### src/rtl/regfile_pkg.sv
// Shared types and helpers for the multi-read-port register file.
package regfile_pkg;

  typedef enum logic {
    ST_SWEEP = 1'b0,
    ST_IDLE  = 1'b1
  } state_e;

  localparam int DEF_DATA_WIDTH = 16;
  localparam int DEF_ADDR_WIDTH = 4;

  // LSB of port k inside a packed per-port bus of the given field width
  function automatic int port_lsb(input int port, input int width);
    return port * width;
  endfunction

endpackage

### src/rtl/regfile_rd_port.sv
// One registered read port: entry select, optional write bypass, zero-reg override.
module regfile_rd_port
  import regfile_pkg::*;
#(
  parameter int DATA_WIDTH = DEF_DATA_WIDTH,
  parameter int ADDR_WIDTH = DEF_ADDR_WIDTH,
  parameter int BYPASS     = 1,
  parameter int ZERO_REG   = 0
) (
  input  logic                                  i_clk,
  input  logic                                  i_rst,
  input  logic                                  i_en,
  input  logic [ADDR_WIDTH-1:0]                 i_addr,
  input  logic [(2**ADDR_WIDTH)*DATA_WIDTH-1:0] i_mem,
  input  logic [(2**ADDR_WIDTH)-1:0]            i_written,
  input  logic                                  i_wr_do,
  input  logic [ADDR_WIDTH-1:0]                 i_wr_addr,
  input  logic [DATA_WIDTH-1:0]                 i_wr_data,
  output logic [DATA_WIDTH-1:0]                 o_data,
  output logic                                  o_vld,
  output logic                                  o_ack
);

  logic                  w_zero;
  logic                  w_hit;
  logic [DATA_WIDTH-1:0] w_data;
  logic                  w_vld;
  logic [DATA_WIDTH-1:0] r_data;
  logic                  r_vld;
  logic                  r_ack;

  assign w_zero = (ZERO_REG != 0) && (i_addr == '0);
  assign w_hit  = (BYPASS != 0) && i_wr_do && (i_wr_addr == i_addr);

  always_comb begin
    w_data = i_mem[int'(i_addr)*DATA_WIDTH +: DATA_WIDTH];
    w_vld  = i_written[i_addr];
    if (w_zero) begin
      w_data = '0;
      w_vld  = 1'b1;
    end else if (w_hit) begin
      w_data = i_wr_data;
      w_vld  = 1'b1;
    end
  end

  // Data holds when idle; vld/ack only describe a read accepted at this edge
  always_ff @(posedge i_clk) begin
    if (i_rst) begin
      r_data <= '0;
      r_vld  <= 1'b0;
      r_ack  <= 1'b0;
    end else if (i_en) begin
      r_data <= w_data;
      r_vld  <= w_vld;
      r_ack  <= 1'b1;
    end else begin
      r_vld  <= 1'b0;
      r_ack  <= 1'b0;
    end
  end

  assign o_data = r_data;
  assign o_vld  = r_vld;
  assign o_ack  = r_ack;

endmodule

### src/rtl/regfile_mp.sv
// Register file, 1 write port, NUM_RD registered read ports, hardware clear sweep.
// state    | meaning
// ST_SWEEP | zeroing entry[r_ptr] each cycle, accesses ignored, busy=1
// ST_IDLE  | normal reads/writes, clr_req restarts the sweep
module regfile_mp
  import regfile_pkg::*;
#(
  parameter int DATA_WIDTH = DEF_DATA_WIDTH,
  parameter int ADDR_WIDTH = DEF_ADDR_WIDTH,
  parameter int NUM_RD     = 2,
  parameter int BYPASS     = 1,
  parameter int ZERO_REG   = 0
) (
  input  logic                         i_clk,
  input  logic                         i_rst,
  input  logic                         i_wr_en,
  input  logic [ADDR_WIDTH-1:0]        i_wr_addr,
  input  logic [DATA_WIDTH-1:0]        i_wr_data,
  input  logic [NUM_RD-1:0]            i_rd_en,
  input  logic [NUM_RD*ADDR_WIDTH-1:0] i_rd_addr,
  output logic [NUM_RD*DATA_WIDTH-1:0] o_rd_data,
  output logic [NUM_RD-1:0]            o_rd_vld,
  output logic [NUM_RD-1:0]            o_rd_ack,
  input  logic                         i_clr_req,
  output logic                         o_busy
);

  localparam int DEPTH = 2**ADDR_WIDTH;
  localparam logic [ADDR_WIDTH-1:0] LAST = ADDR_WIDTH'(DEPTH-1);

  state_e                        r_state;
  logic [ADDR_WIDTH-1:0]         r_ptr;
  logic                          r_busy;
  logic [DEPTH-1:0]              r_written;
  logic [DATA_WIDTH-1:0]         r_mem [DEPTH];
  logic [DEPTH*DATA_WIDTH-1:0]   w_mem_flat;
  logic                          w_idle;
  logic                          w_wr_do;
  logic                          w_sweep_wr;

  assign w_idle     = (r_state == ST_IDLE);
  assign w_sweep_wr = (r_state == ST_SWEEP) && !i_rst;
  // A clear request in the same cycle drops the write
  assign w_wr_do    = w_idle && i_wr_en && !i_clr_req &&
                      !((ZERO_REG != 0) && (i_wr_addr == '0));

  always_ff @(posedge i_clk) begin
    if (i_rst) begin
      r_state   <= ST_SWEEP;
      r_ptr     <= '0;
      r_busy    <= 1'b1;
      r_written <= '0;
    end else begin
      case (r_state)
        ST_SWEEP: begin
          r_ptr <= r_ptr + 1'b1;
          if (r_ptr == LAST) begin
            r_state <= ST_IDLE;
            r_busy  <= 1'b0;
          end
        end
        ST_IDLE: begin
          if (i_clr_req) begin
            r_state   <= ST_SWEEP;
            r_ptr     <= '0;
            r_busy    <= 1'b1;
            r_written <= '0;
          end else if (w_wr_do) begin
            r_written[i_wr_addr] <= 1'b1;
          end
        end
        default: begin
          r_state <= ST_SWEEP;
          r_ptr   <= '0;
          r_busy  <= 1'b1;
        end
      endcase
    end
  end

  always_ff @(posedge i_clk) begin
    if (w_sweep_wr) begin
      r_mem[r_ptr] <= '0;
    end else if (w_wr_do) begin
      r_mem[i_wr_addr] <= i_wr_data;
    end
  end

  for (genvar e = 0; e < DEPTH; e++) begin : g_flat
    assign w_mem_flat[e*DATA_WIDTH +: DATA_WIDTH] = r_mem[e];
  end

  for (genvar k = 0; k < NUM_RD; k++) begin : g_rd
    regfile_rd_port #(
      .DATA_WIDTH (DATA_WIDTH),
      .ADDR_WIDTH (ADDR_WIDTH),
      .BYPASS     (BYPASS),
      .ZERO_REG   (ZERO_REG)
    ) u_rd (
      .i_clk     (i_clk),
      .i_rst     (i_rst),
      .i_en      (i_rd_en[k] & w_idle),
      .i_addr    (i_rd_addr[port_lsb(k, ADDR_WIDTH) +: ADDR_WIDTH]),
      .i_mem     (w_mem_flat),
      .i_written (r_written),
      .i_wr_do   (w_wr_do),
      .i_wr_addr (i_wr_addr),
      .i_wr_data (i_wr_data),
      .o_data    (o_rd_data[port_lsb(k, DATA_WIDTH) +: DATA_WIDTH]),
      .o_vld     (o_rd_vld[k]),
      .o_ack     (o_rd_ack[k])
    );
  end

  assign o_busy = r_busy;

endmodule
### config.mk
export PLATFORM = sky130hd
export DESIGN_NAME = regfile_mp
export DESIGN_NICKNAME = d
export VERILOG_FILES = /design/src/rtl/regfile_pkg.sv /design/src/rtl/regfile_rd_port.sv /design/src/rtl/regfile_mp.sv
export SDC_FILE = /design/constraint.sdc
export NUM_CORES = 1
export LEC_CHECK = 0
export CAP_MARGIN = 20
export CORE_MARGIN = 2
export CORE_UTILIZATION = 30
export CTS_CLUSTER_DIAMETER = 60
export DETAILED_ROUTE_END_ITERATION = 10
export HOLD_SLACK_MARGIN = 0.02
export PLACE_DENSITY_LB_ADDON = 0.3
export SYNTH_ARGS = -nofsm -noshare
export SYNTH_HDL_FRONTEND = slang
export SYNTH_SLANG_ARGS = --single-unit
### constraint.sdc
create_clock -name i_clk -period 3 [get_ports i_clk]
set_input_delay 0.9 -clock i_clk [delete_from_list [all_inputs] [get_ports i_clk]]
set_output_delay 0.9 -clock i_clk [all_outputs]
set_load 0.02 [all_outputs]
==> reports/results.ini <==
[yosys]
synth-async-reset-ratio=0
ys.flop_type=edfxtp_1
yosysWarnings=0
synth-seq-area-share=0.588
synth.most_common_cell=edfxtp_1
synthTopCellsByArea=edfxtp_1, mux4_2, dfxtp_1
synth_area_sq_mm=0.0151
yosys-top-cells-count=edfxtp_1, mux4_2, mux2i_1
yosysUniqueCellTypes=40
synth_edf_count=256
yosysTopAreaCell=edfxtp_1
postSynthAreaPerCell_sq_um=15.2
synth_top_area_share=0.511
synth_nets=1027
synth-seq-cells=314
synth_cells=992

[worst_hold_path]
min_to=o_busy$_SDFFE_PP1P_
hp-start=o_busy$_SDFFE_PP1P_
min_path_type=flop to flop
hold_depth=1

[finish]
drive_above_1_share=0.290
num_antenna_cells=0
nFillCells=4775
final_area_sq_mm=0.0182
area.growth.synth_to_final_pct=20.6
design.final.nets=1128
layout.cells.non_filler=1791

[sta]
finalSetupViolCount=0
final_max_slew_viol_count=0
slew_headroom=0.193
finClkSkew_ns=0.0170
worst_pin_slew_ns=1.21
tns_ns=0
worst_slack_ns=0.364
period_share=0.879
period_needed_ns=2.64
rsz0062_at_grt=no
hold_viol_final=0
holdWs_ns=0.454
fmax_mhz=379

[place]
dp_worst_setup_slack_ns=-0.105
placed_cell_area_sq_mm=0.0170
io_buffers=70
place_congestion=0.843
dp.cells=1727
dp_hpwl_mm=29.7

[floorplanning]
io_pins=71
dieArea_sq_mm=0.0520
rows=82
fp.dieH_um=228
dieWidth_um=228
fp.coreArea_sq_mm=0.0499
start_util=0.302

[detailed_routing]
viasPerCell=5.48
wl_per_cell_um=26.4
drt_wl_total_mm=47.2
drc_errors=0
routed-via-count=9815
drt_first_pass_iters=5
drt_iter0_drc=1155
postRouteAntennaNets=0

[clock_tree]
cts_resized=0
cts_hold_buffers=0
clock_path_buffers=3
clock_sinks=314
cts_root_buf=clkbuf_16
clk_latency_ns=0.53
cts_tree=built
cts_setup_buffers=0
h-tree-depth=2
clk_pin_slew_ns=0.06
cts_made_buffers=36

[critical_path]
timing_worst_setup_path_type=primary input to flop
reg2reg_depth=6
critical_path_arrival_ns=2.86
required_ns=3.22
rrSetupSlack_ns=0.90
end_kind=flop
start_kind=primary input
reg2reg_from=r_state$_SDFF_PP0_
path_max_fanout=12
r2r-end=r_mem[5][14]$_DFFE_PP_

[power_and_ir_drop]
leakagePower_nw=5.63
peakVddDrop_mv=0.363
pwr_density_cell_mw_per_mm2=538

[grt]
grt_max_degree=58
grt_pass1_vias=9849
gr-total-overflow=0
grtUsageTotal=0.181
grt_pass1_wl_mm=68.9
antenna_found_initial=0

[flow_run]
cap_viol_max_count=0

[run_status]
status=finished, final reports clean

## metrics by stage
stage	util	power, mW
final	0.364	9.78
after global routing	0.364	10.1
after CTS	0.364	9.85
after detailed placement	0.341	5.57
after global placement	0.341	5.57
after floorplan	-	5.27
## final cells by class
class                   instances  area, sq um  share of cell area
well taps                     672          841              0.0463
flip-flops and latches        314         8850               0.487
repair buffers                155         1550              0.0852
clock inverters                18          151             0.00834
inverters                       2         7.51            0.000413
clock buffers                  46          990              0.0545
multi-input cells             584         5770               0.318
## how the worst max path moves through the flow
stage | to | depth (start not counted) | startpoint
6_report | r_mem[2][11]$_DFFE_PP_ | 5 | i_wr_addr[1]
5_1_grt | r_mem[5][14]$_DFFE_PP_ | 6 | i_wr_addr[0]
4_1_cts | r_mem[2][11]$_DFFE_PP_ | 5 | i_wr_addr[1]
3_5_place_dp | r_mem[2][1]$_DFFE_PP_ | 5 | i_wr_addr[1]
3_3_place_gp | g_rd[1].u_rd.o_data[14]$_SDFFE_PP0P_ | 6 | i_wr_addr[1]
2_1_floorplan | r_mem[1][0]$_DFFE_PP_ | 5 | i_clr_req
## logic make-up (layout without fill, tap and decap cells)
kind of cell,Yosys count,in the layout,synth area share
compound gates,175,175,0.0881
xor+xnor,10,10,0.00582
fa+ha+maj,1,1,0.000831
buf+inv,94,221,0.0319
flops,314,314,0.588
mux,204,204,0.225
simple gates,194,194,0.0605
## power by group
part           internal (mW)  leakage, nW  total, mW  switching (mW)
registers               4.71         2.47       4.74          0.0269
logic                  0.318         2.59      0.746           0.428
clock network           2.51        0.562       4.29            1.78
total                   7.54         5.63       9.78            2.23
## flip-flops by register name (all words and copies together), names as in the netlist
name,flops
r_mem,256
g_rd.u_rd.o_data,32
r_written,16
r_ptr,4
g_rd.u_rd.o_ack,2
g_rd.u_rd.o_vld,2
o_busy,1
r_state,1
## metal layers
metal,up-vias,track usage,part of all wire
li1,4185,-,-
met5,-,0,0
met4,0,0.0490,0.024
met3,71,0.0346,0.076
met2,475,0.285,0.46
met1,5084,0.255,0.43
## critical path: stages
cell and delay (ns):
clkdlybuf4s50_1 0.59, nor2b_1 0.56, a21oi_1 0.33, nor2_2 0.26, buf_12 0.20
## layout by cell type, fill, tap and decap left out, drive strengths merged, types with 35 or more instances in the layout
cell,count
mux4,106
buf,92
edfxtp,256
nor2,74
a21oi,53
mux2i,81
dfxtp,58
a31oi,35
clkbuf,46
clkdlybuf4s50,63
nand2,41
No activity file was read; power rests on OpenSTA's default activity.
